$ cat src/rtl/alu_seq_ctrl.sv
`default_nettype none
// ============================================================================
// Module      : alu_seq_ctrl
// Description : Request/response sequencer for a 16-bit combinational ALU.
//               Registers operands, waits SETTLE cycles, captures result/flags.
// Revision    : 1.0 - initial release
// ============================================================================
module alu_seq_ctrl #(
    parameter int WIDTH  = 16,
    parameter int OPW    = 3,
    parameter int SETTLE = 1,
    parameter int CNTW   = 16
) (
    input  logic             clk,
    input  logic             rst,
    input  logic             req_valid,
    output logic             req_ready,
    input  logic [OPW-1:0]   req_op,
    input  logic [WIDTH-1:0] req_a,
    input  logic [WIDTH-1:0] req_b,
    output logic [OPW-1:0]   alu_op,
    output logic [WIDTH-1:0] alu_a,
    output logic [WIDTH-1:0] alu_b,
    input  logic [WIDTH-1:0] alu_out,
    input  logic             alu_z,
    input  logic             alu_v,
    input  logic             alu_n,
    output logic             rsp_valid,
    input  logic             rsp_ready,
    output logic [WIDTH-1:0] rsp_data,
    output logic             rsp_z,
    output logic             rsp_v,
    output logic             rsp_n,
    output logic [2:0]       ccr,
    output logic             v_sticky,
    input  logic             clr_sticky,
    output logic [CNTW-1:0]  op_count,
    output logic             busy
);

    localparam int CW = (SETTLE > 1) ? $clog2(SETTLE) : 1;
    localparam logic [CW-1:0] c_settle_last = CW'(SETTLE - 1);

    localparam logic [1:0] c_idle  = 2'd0;
    localparam logic [1:0] c_drive = 2'd1;
    localparam logic [1:0] c_resp  = 2'd2;

    logic [1:0]    r_state;
    logic [1:0]    w_state_nxt;
    logic [CW-1:0] r_cnt;
    logic          w_accept;
    logic          w_rsp_hs;
    logic          w_capture;

    assign w_accept  = req_valid && req_ready;
    assign w_rsp_hs  = rsp_valid && rsp_ready;
    assign w_capture = (r_state == c_drive) && (r_cnt == c_settle_last);

    always_ff @(posedge clk) begin
        if (rst) begin
            r_state <= c_idle;
        end else begin
            r_state <= w_state_nxt;
        end
    end

    always_comb begin
        w_state_nxt = r_state;
        case (r_state)
            c_idle: begin
                if (w_accept) w_state_nxt = c_drive;
            end
            c_drive: begin
                if (w_capture) w_state_nxt = c_resp;
            end
            c_resp: begin
                // A new request may be taken on the same edge the response leaves.
                if (w_rsp_hs) w_state_nxt = w_accept ? c_drive : c_idle;
            end
            default: w_state_nxt = c_idle;
        endcase
    end

    always_comb begin
        req_ready = !rst && ((r_state == c_idle) || ((r_state == c_resp) && rsp_ready));
        busy      = (r_state != c_idle);
    end

    always_ff @(posedge clk) begin
        if (rst) begin
            r_cnt     <= '0;
            alu_op    <= '0;
            alu_a     <= '0;
            alu_b     <= '0;
            rsp_valid <= 1'b0;
            rsp_data  <= '0;
            rsp_z     <= 1'b0;
            rsp_v     <= 1'b0;
            rsp_n     <= 1'b0;
            ccr       <= 3'b000;
            v_sticky  <= 1'b0;
            op_count  <= '0;
        end else begin
            if (w_accept) begin
                alu_op <= req_op;
                alu_a  <= req_a;
                alu_b  <= req_b;
                r_cnt  <= '0;
            end else if ((r_state == c_drive) && !w_capture) begin
                r_cnt <= r_cnt + CW'(1);
            end

            if (w_capture) begin
                rsp_data  <= alu_out;
                rsp_z     <= alu_z;
                rsp_v     <= alu_v;
                rsp_n     <= alu_n;
                ccr       <= {alu_n, alu_v, alu_z};
                rsp_valid <= 1'b1;
            end else if (w_rsp_hs) begin
                rsp_valid <= 1'b0;
            end

            if (w_rsp_hs) op_count <= op_count + CNTW'(1);

            // Setting by a captured overflow takes priority over the clear.
            if (w_capture && alu_v) begin
                v_sticky <= 1'b1;
            end else if (clr_sticky) begin
                v_sticky <= 1'b0;
            end
        end
    end

endmodule
`default_nettype wire

$ cat config.mk
export PLATFORM = sky130hd
export DESIGN_NAME = alu_seq_ctrl
export DESIGN_NICKNAME = d
export VERILOG_FILES = /design/src/rtl/alu_seq_ctrl.sv
export SDC_FILE = /design/constraint.sdc
export NUM_CORES = 1
export LEC_CHECK = 0
export CORE_ASPECT_RATIO = 0.6
export CORE_MARGIN = 3
export CORE_UTILIZATION = 44
export CTS_CLUSTER_DIAMETER = 30
export DETAILED_ROUTE_END_ITERATION = 12
export GPL_TIMING_DRIVEN = 1
export PLACE_DENSITY = 0.88
export SETUP_SLACK_MARGIN = 0.3
export SYNTH_ARGS = -nofsm -noshare
export SYNTH_HDL_FRONTEND = slang
export SYNTH_SLANG_ARGS = --single-unit
$ cat constraint.sdc
create_clock -name clk -period 3.35 [get_ports clk]
set_clock_uncertainty 0.2 [all_clocks]
set_input_delay 0.67 -clock clk [delete_from_list [all_inputs] [get_ports clk]]
set_output_delay 0.67 -clock clk [all_outputs]
set_load 0.05 [all_outputs]
==> impl_metrics.ini <==
[routing]
wirelength_um = 7290
drc = 0
wl_per_cell_um = 13.0
vias = 2704
dr.first_iter.drc_count = 120
ant_nets = 0
vias_per_cell = 4.81
drt_first_pass_iters = 4

[floorplanning]
row_count = 22
die_x_um = 111
die_y_um = 68.7
io_pins = 136
dieArea_sq_um = 7590
start_util = 0.464
core-area_sq_um = 6220

[global_routing]
busiest_layer = met2
use_met2 = 0.332
grt_pass1_vias = 2486
grt_remaining_overflow = 0
antenna_found_initial = 0
use_met3 = 0.0976
met1_usage = 0.214
track_usage = 0.191
grt_max_degree = 44
grt_first_pass_wirelength_um = 11500

[synth]
synth_cells = 345
ys.warnings.count = 0
synth-seq-cells = 75
netlist_area_sq_um = 2880
avgSynthCellArea_sq_um = 8.36
ys_seq_area_frac = 0.521
ys_types = 35
synth_nets = 405

[setup_path]
worstPathMaxFanout = 8
worst_setup_path_start_kind = input pin
endpoint_kind = primary output
cp_slowest_cell = clkdlybuf4s50_1
worstPathArrival_ns = 1.93
regToRegSetupSlack_ns = 1.45
path_class = input pin to primary output
max_stage_delay_ns = 0.66
crit_required_ns = 2.48
cp_cell_sequence = clkdlybuf4s50_1 > inv_1 > a211oi_2 > buf_12

[place]
pre_cts_ws_ns = 0.540
gp_congestion = 0.798
dpl.cell_count = 546
dp_hpwl_um = 5460
portBuffers = 135

[power]
leakagePower_nw = 1.76
p_total_w = 0.00219
powerDensity_nw_per_um2 = 484
peakVddDrop_v = 0.000322

[timing]
rsz0062_at_grt = false
slew_headroom = 0.535
worst_slack_ns = 0.553
setup-violations-final = 0
max_freq_ghz = 0.358
slew_viol_final = 0
finalCritPeriodShare = 0.835
worst_slew_pin_slew_ns = 0.697
finalHoldViolCount = 0
min_period_ns = 2.80
tns_ns = 0

[final_layout]
nets = 533
final_core_util = 0.727
num_antenna_cells = 0
area_delta_synth_final_pct = 56.8
mostFrequentLayoutCell = clkdlybuf4s50_1
final_cell_mix = clkdlybuf4s50_1 (134), dfxtp_1 (75), nand2_1 (46), nand3_1 (42), inv_1 (41)
instances_no_fill = 562
layout-drive-gt1-share = 0.0711
num-fill-cells = 499

[clocking]
cts_setup_buffers = 0
cts-root-buf = clkbuf_8
clock_sinks = 75
cts-buffers-inserted = 9
clockBufferDepth = 2
cts_resized = 0
cts_tree = done
clk_pin_slew_ns = 0.07
ctsHoldBuffers = 0
clock_latency_ns = 0.33
h-tree-depth = 3

[run_status]
status = finished clean

[worst_hold_path]
hold_class = flop to flop

[flow_run]
max_cap_violations = 0
-- path summary, 6_finish.rpt --
| kind | from | endpoint | cells past startpoint |
|---|---|---|---|
| min | rsp_data[8] | rsp_data[8] | 2 |
| max reg2reg | op_count[3] | op_count[15] | 4 |
| max | rsp_ready | req_ready | 4 |
| min reg2reg | rsp_data[8] | rsp_data[8] | 2 |
-- worst max-delay path: cells and delay by family --
family          cells  cell delay, ns
buf+inv             3            0.96
compound gates      1            0.31
-- registers in the layout (all words and copies together) (netlist names), 2 cells and up --
name,cells
rsp_data,16
op_count,16
alu_op,3
alu_b,16
ccr,2
alu_a,16
r_state,2
-- metal layers --
layer	routed length (um)	part of all wire
met1	3010	0.41
met2	3570	0.49
met3	681	0.093
met4	22	0.0030
met5	0	0
-- kinds of logic (layout without fill, tap and decap cells) --
group           count (synthesis)  in the layout  share of synthesized area
compound gates                 64             64                      0.119
xor+xnor                       10             10                     0.0304
fa+ha+maj                       1              1                    0.00434
buf+inv                        65            198                     0.0924
flops                          75             75                      0.521
mux                             5              5                     0.0191
simple gates                  125            125                      0.214
-- through the flow --
step / cell area (sq um) / hold slack [ns]
2_1_floorplan: 2890 / 0.269
3_3_place_gp: 4300 / 0.240
3_5_place_dp: 4300 / 0.249
4_1_cts: 4520 / 0.260
5_1_grt: 4520 / 0.283
6_report: 4520 / 0.254
-- Yosys cell counts --
cell        n  area [sq um]
buf_2       5          25.0
nor3b_2     1          12.5
inv_1      41           154
mux2i_1     1          10.0
nand2_1    46           173
mux2_2      4          45.0
nand3_1    42           210
buf_1       2          7.51
nand4_4     1          21.3
o2111ai_2   1          15.0
and3_1      1          6.26
and4_1      1          8.76
nand3_2     1          10.0
ha_1        1          12.5
nand4_1     2          12.5
xnor2_1     6          52.6
nor4_4      1          21.3
dfxtp_1    75          1500
a21oi_1    24           120
nor2b_1     3          18.8
buf_4       4          30.0
nor3_1      3          15.0
inv_2       1          3.75
nand2b_1    1          6.26
nor4_1      3          18.8
clkbuf_1   11          41.3
o2111a_1    1          11.3
xor2_1      4          35.0
nor3_2      1          10.0
a211oi_1    1          7.51
or3_1       2          12.5
o32a_1      1          10.0
clkbuf_2    1          5.00
nor2_1     16          60.1
o21ai_0    36           180
-- area by class of cell --
class | instances | area (sq um) | area share
timing repair buffer | 140 | 1400 | 0.309
sequential | 75 | 1500 | 0.332
multi-input combinational | 205 | 1130 | 0.250
clock inverter | 6 | 88.8 | 0.0196
inverter | 42 | 158 | 0.0349
tap | 84 | 105 | 0.0232
clock buffer | 10 | 138 | 0.0304
-- power breakdown --
group          total (W)  internal (W)  switching (W)
clock network   0.000758      0.000439       0.000319
registers       0.000970      0.000941      0.0000289
logic           0.000458      0.000176       0.000283
total            0.00219       0.00156       0.000631
(Power assumes the default switching activity.)
